$ cat config.mk
export PLATFORM = sky130hd
export DESIGN_NAME = depth_frame_reader
export DESIGN_NICKNAME = d
export VERILOG_FILES = /design/src/rtl/depth_pkg.sv /design/src/rtl/depth_skid_fifo.sv /design/src/rtl/depth_frame_reader.sv
export SDC_FILE = /design/constraint.sdc
export NUM_CORES = 1
export LEC_CHECK = 0
export CELL_PAD_IN_SITES_DETAIL_PLACEMENT = 0
export CELL_PAD_IN_SITES_GLOBAL_PLACEMENT = 2
export CORE_MARGIN = 2
export CORE_UTILIZATION = 33
export DETAILED_ROUTE_END_ITERATION = 7
export GPL_TIMING_DRIVEN = 0
export PLACE_DENSITY_LB_ADDON = 0.1
export RECOVER_POWER = 100
export SLEW_MARGIN = 20
export SYNTH_ARGS = -nofsm -noshare
export SYNTH_HDL_FRONTEND = slang
export SYNTH_HIERARCHICAL = 1
export SYNTH_SLANG_ARGS = --single-unit
$ cat constraint.sdc
create_clock -name clk_data -period 3.4 [get_ports clk_data]
set_clock_uncertainty 0.2 [all_clocks]
set_input_delay 0.68 -clock clk_data [delete_from_list [all_inputs] [get_ports clk_data]]
set_output_delay 0.68 -clock clk_data [all_outputs]
set_load 0.02 [all_outputs]
$ cat src/rtl/depth_pkg.sv
// Shared constants and reader state type for the depth frame readout path.
package depth_pkg;
  localparam int FRAME_PIXELS = 19200;
  localparam int ADDR_W       = 15;
  localparam int DATA_W       = 8;
  localparam logic [ADDR_W-1:0] LAST_ADDR = ADDR_W'(FRAME_PIXELS - 1);

  typedef enum logic [1:0] {
    ST_IDLE  = 2'd0,
    ST_READ  = 2'd1,
    ST_DRAIN = 2'd2
  } reader_state_e;
endpackage

$ cat src/rtl/depth_skid_fifo.sv
// Two-entry FIFO holding {addr, data} pairs captured from the disparity buffer.
module depth_skid_fifo #(
  parameter int WIDTH = 23
) (
  input  logic             clk_data,
  input  logic             rst_n,
  input  logic             push,
  input  logic [WIDTH-1:0] push_data,
  input  logic             pop,
  output logic [WIDTH-1:0] head_data,
  output logic             full,
  output logic             empty,
  output logic [1:0]       count
);
  logic [WIDTH-1:0] mem_q [2];
  logic [WIDTH-1:0] mem_d [2];
  logic             wr_ptr_q, wr_ptr_d;
  logic             rd_ptr_q, rd_ptr_d;
  logic [1:0]       count_q, count_d;
  logic             do_push, do_pop;

  always_comb begin
    do_pop   = pop && (count_q != 2'd0);
    do_push  = push && ((count_q != 2'd2) || do_pop);
    mem_d    = mem_q;
    wr_ptr_d = wr_ptr_q;
    rd_ptr_d = rd_ptr_q;
    if (do_push) begin
      mem_d[wr_ptr_q] = push_data;
      wr_ptr_d        = ~wr_ptr_q;
    end
    if (do_pop) rd_ptr_d = ~rd_ptr_q;
    count_d = count_q + {1'b0, do_push} - {1'b0, do_pop};
  end

  always_ff @(posedge clk_data) begin
    if (!rst_n) begin
      mem_q    <= '{default: '0};
      wr_ptr_q <= 1'b0;
      rd_ptr_q <= 1'b0;
      count_q  <= 2'd0;
    end else begin
      mem_q    <= mem_d;
      wr_ptr_q <= wr_ptr_d;
      rd_ptr_q <= rd_ptr_d;
      count_q  <= count_d;
    end
  end

  assign head_data = mem_q[rd_ptr_q];
  assign full      = (count_q == 2'd2);
  assign empty     = (count_q == 2'd0);
  assign count     = count_q;
endmodule

$ cat src/rtl/depth_frame_reader.sv
// Streams one disparity frame from the buffer to a valid/ready consumer.
// Optional macro DEPTH_FRAME_AUTO_RESTART_EN: restart at addr 0 after each frame.
//
// state    | meaning
// ST_IDLE  | waiting for frame_start
// ST_READ  | issuing buffer reads 0..LAST_ADDR
// ST_DRAIN | all reads issued, emptying FIFO
module depth_frame_reader
  import depth_pkg::*;
(
  input  logic              clk_data,
  input  logic              rst_n,
  input  logic              frame_start,
  output logic              ram_rd_en,
  output logic [ADDR_W-1:0] ram_addr,
  input  logic [DATA_W-1:0] ram_rdata,
  output logic              out_valid,
  input  logic              out_ready,
  output logic [ADDR_W-1:0] addr,
  output logic [DATA_W-1:0] data,
  output logic              frame_done,
  output logic              busy
);
  reader_state_e            state_q, state_d;
  logic [ADDR_W-1:0]        rd_addr_q, rd_addr_d;
  logic [ADDR_W-1:0]        fly_addr_q, fly_addr_d;
  logic                     inflight_q, inflight_d;
  logic                     frame_done_q, frame_done_d;
  logic [ADDR_W+DATA_W-1:0] head;
  logic                     fifo_full, fifo_empty;
  logic [1:0]               fifo_count;
  logic                     pop, last_pop;
  logic [2:0]               occ;

  always_comb begin
    pop      = !fifo_empty && out_ready;
    last_pop = pop && (head[ADDR_W+DATA_W-1:DATA_W] == LAST_ADDR);
    // Slots already claimed, counting a read whose data lands next cycle.
    occ       = {1'b0, fifo_count} + {2'b0, inflight_q} - {2'b0, pop};
    ram_rd_en = (state_q == ST_READ) && (occ < 3'd2) && (!fifo_full || pop);

    state_d      = state_q;
    rd_addr_d    = rd_addr_q;
    inflight_d   = ram_rd_en;
    fly_addr_d   = ram_rd_en ? rd_addr_q : fly_addr_q;
    frame_done_d = last_pop;

    case (state_q)
      ST_IDLE: if (frame_start) state_d = ST_READ;
      ST_READ: begin
        if (ram_rd_en) begin
          if (rd_addr_q == LAST_ADDR) begin
            rd_addr_d = '0;
            state_d   = ST_DRAIN;
          end else begin
            rd_addr_d = rd_addr_q + ADDR_W'(1);
          end
        end
      end
`ifdef DEPTH_FRAME_AUTO_RESTART_EN
      ST_DRAIN: if (last_pop) state_d = ST_READ;
`else
      ST_DRAIN: if (last_pop) state_d = ST_IDLE;
`endif
      default: state_d = ST_IDLE;
    endcase
  end

  always_ff @(posedge clk_data) begin
    if (!rst_n) begin
      state_q      <= ST_IDLE;
      rd_addr_q    <= '0;
      fly_addr_q   <= '0;
      inflight_q   <= 1'b0;
      frame_done_q <= 1'b0;
    end else begin
      state_q      <= state_d;
      rd_addr_q    <= rd_addr_d;
      fly_addr_q   <= fly_addr_d;
      inflight_q   <= inflight_d;
      frame_done_q <= frame_done_d;
    end
  end

  depth_skid_fifo #(.WIDTH(ADDR_W + DATA_W)) u_fifo (
    .clk_data  (clk_data),
    .rst_n     (rst_n),
    .push      (inflight_q),
    .push_data ({fly_addr_q, ram_rdata}),
    .pop       (pop),
    .head_data (head),
    .full      (fifo_full),
    .empty     (fifo_empty),
    .count     (fifo_count)
  );

  assign ram_addr   = rd_addr_q;
  assign out_valid  = !fifo_empty;
  assign addr       = head[ADDR_W+DATA_W-1:DATA_W];
  assign data       = head[DATA_W-1:0];
  assign frame_done = frame_done_q;
  assign busy       = (state_q != ST_IDLE);
endmodule

==> results of run 1 <==
-- layout by cell type (no fill, tap or decap), types with 9 or more instances in the layout --
master	n
a21oi_1	29
buf_4	11
clkbuf_1	15
clkbuf_16	9
clkdlybuf4s50_1	29
dfxtp_1	82
dlygate4sd3_1	22
inv_1	9
mux2_2	20
mux2i_1	46
nand2_1	106
nand3_1	9
-- worst min-delay path, cell delays in order (launching register included) --
cell and delay (ns):
dfxtp_1 0.31, nand2_1 0.05, mux2i_1 0.05
-- cell families (layout without fill, tap and decap cells) --
kind of cell             count (synthesis)  count (layout)  share of synthesized area
AO/OA/AOI/OAI                           54              54                     0.0858
XOR/XNOR                                 4               4                    0.00924
adder cells (fa/ha/maj)                  5               5                     0.0185
buffers and inverters                   37             116                     0.0600
flip-flops                              84              84                      0.443
multiplexers                            69              69                      0.190
AND/OR/NAND/NOR                        158             158                      0.194
-- sequential cells by signal, summed over array words and instances, names as in the netlist --
name             cells
u_fifo/mem_q        46
fly_addr_q          15
ram_addr            15
state_q              2
u_fifo/count         2
frame_done           1
inflight_q           1
u_fifo/rd_ptr_q      1
u_fifo/wr_ptr_q      1
-- through the flow --
stage | std cells | hold WS [ns] | power (mW) | setup slack (ns) | area (sq um)
5_1_grt | 633 | 0.268 | 2.49 | -0.0573 | 4960
4_1_cts | 631 | 0.257 | 2.43 | -0.000284 | 4960
3_5_place_dp | 607 | 0.244 | 1.36 | -1.33 | 4500
2_1_floorplan | 411 | 0.227 | 1.25 | 0.0682 | 3790
3_3_place_gp | 607 | 0.238 | 1.35 | -1.31 | 4500
6_report | 633 | 0.255 | 2.39 | 0.0253 | 4960
-- power by group --
part / internal (mW) / switching [mW]
logic: 0.169 / 0.190
registers: 1.01 / 0.0225
clock network: 0.607 / 0.389
total: 1.78 / 0.602
-- layout make-up --
| class | count | area (sq um) |
|---|---|---|
| Fill cell | 1156 | 6360 |
| Multi-Input combinational cell | 290 | 1930 |
| Sequential cell | 84 | 1690 |
| Timing Repair Buffer | 64 | 619 |
| Clock buffer | 12 | 256 |
| Buffer | 25 | 189 |
| Tap cell | 143 | 179 |
| Inverter | 11 | 56.3 |
| Clock inverter | 4 | 47.5 |
-- cell usage after synthesis, types with 2 or more instances --
cell type  number  area, sq um
and3_1          3         18.8
a21oi_1        29          145
buf_6           3         33.8
clkbuf_1       18         67.6
o31ai_1         7         52.6
nand4_1         3         18.8
or3_1           7         43.8
o211ai_1        4         30.0
o21a_1          2         15.0
inv_1          10         37.5
xnor2_1         3         26.3
and2_1          2         12.5
nand2_1       106          398
buf_12          4         80.1
o21ai_0         6         30.0
nor2_1          7         26.3
nand3_1         9         45.0
ha_1            4         50.1
dfxtp_1        84         1680
mux2_1          3         33.8
or4_1           5         37.5
mux2i_1        46          460
mux2_2         20          225
nor2b_1         2         12.5
-- routing by layer --
metal	wire (um)	part of all wire	global-route usage	vias up
met5	0	0	0	-
met4	199	0.020	0.0593	0
met3	396	0.040	0.0465	17
met2	4690	0.47	0.267	60
met1	4680	0.47	0.226	1457
li1	-	-	-	1561
-- worst paths after layout --
check	start	end	cells after the start
max	out_ready	ram_rd_en	10
min	u_fifo/mem_q[35]	u_fifo/mem_q[35]	2
max reg2reg	u_fifo/count[1]	ram_addr[14]	12
min reg2reg	u_fifo/mem_q[35]	u_fifo/mem_q[35]	2
-- what timing repair did --
| item | CTS | global route |
|---|---|---|
| gates resized for setup | 30 | 3 |
| pin swaps | 3 | 4 |
| setup buffers | 8 | 3 |
| endpoints found under the setup margin | 44 | 9 |
==> flow_summary.ini, run 1 <==
[outcome]
status = finished clean

[clock_tree]
cts.reportedPaths.clkPinSlew_ns = 0.06
clockBufferDepth = 2
clk_latency_ns = 0.34
h-tree-depth = 3
hold_buffers = 0
cts.sink_count = 84
cts_made_buffers = 9
cts_tree = built
cts_root_buf = clkbuf_16

[cells_and_area]
fin_nets = 502
drive_gt1_frac = 0.151
diodes = 0
syn_to_final_growth_pct = 30.8
utilization = 0.438

[route]
drc_errors = 0
drt-initial-drc-count = 107
ant_nets = 0
num_vias = 3095
wl_per_cell_um = 15.8
wirelength_um = 9970
viasPerCell = 4.89
first_pass_iters = 7

[timing]
tightest_slew_ns = 0.532
grt_setup_unrepaired = true
fmax_mhz = 296
slew_viol_final = 0
final.setup.tns_ns = 0
relSlewSlack = 0.646
period_share = 0.993
fin_crit_ns = 3.37
setup_viol = 0
hold_violations = 0

[global_route]
grt.overflow.total = 0
antenna_found_initial = 0
grt_pass1_vias = 3074
grt_max_degree = 14
grt_util_all_layers = 0.170
grt_pass1_wl_um = 16400

[power]
power.leakage_nw = 1.79
power.density_nw_per_um2 = 481
vdd_ir_drop_max_uv = 282

[logic_synthesis]
synthArstFlopShare = 0
yosysWarnings = 6
synth-seq-cells = 84
ys.flop_type = dfxtp_1
synth_area_per_cell_sq_um = 9.23
synth_edf_count = 0
postSynthCellCount = 411
synth.distinct_cells = 48
seq_area_frac_synth = 0.443
synth_fp_nets = 428
netlist_area_sq_um = 3790

[floorplanning]
rows = 39
initial_utilization = 0.335
die_w_um = 111
dieHeight_um = 111
dieArea_sq_um = 12400
core_sq_um = 11300
ios = 54

[setup_path]
crit_required_ns = 2.52
crit_top_cell = nand2b_4
crit_slowest_cell = fa_1
crit_fanout = 2
end_kind = output port
max_stage_delay_ns = 0.50
path_class = input port to output port
start_kind = input port
path_buf_inv = 4
arrival_ns = 2.49
crit_chain = clkdlybuf4s15_2 -> nand2b_4 -> inv_4 -> ha_4 -> nand2b_4 -> fa_1 -> nand3b_1 -> a211o_4 -> clkinv_8 -> buf_8
crit_family = adder cells
reg2reg_slack_ns = 0.14

[place]
io_buffer_count = 53
finalWeightedCongestion = 0.768
hpwl_um = 7160

[job]
cap_violations = 0

[min_path]
holdCritPathClass = flip-flop to flip-flop
Note: power is estimated with default switching activity, not from simulation.
==> run 2, diff against run 1 <==
--- a/config.mk
+++ b/config.mk
@@ -9,6 +9,7 @@
 export CELL_PAD_IN_SITES_GLOBAL_PLACEMENT = 2
 export CORE_MARGIN = 2
 export CORE_UTILIZATION = 33
+export CTS_CLUSTER_SIZE = 30
 export DETAILED_ROUTE_END_ITERATION = 7
 export GPL_TIMING_DRIVEN = 0
 export PLACE_DENSITY_LB_ADDON = 0.1
==> results of run 2 <==
The final DEF is identical to that of run 1; final timing and power are the same.
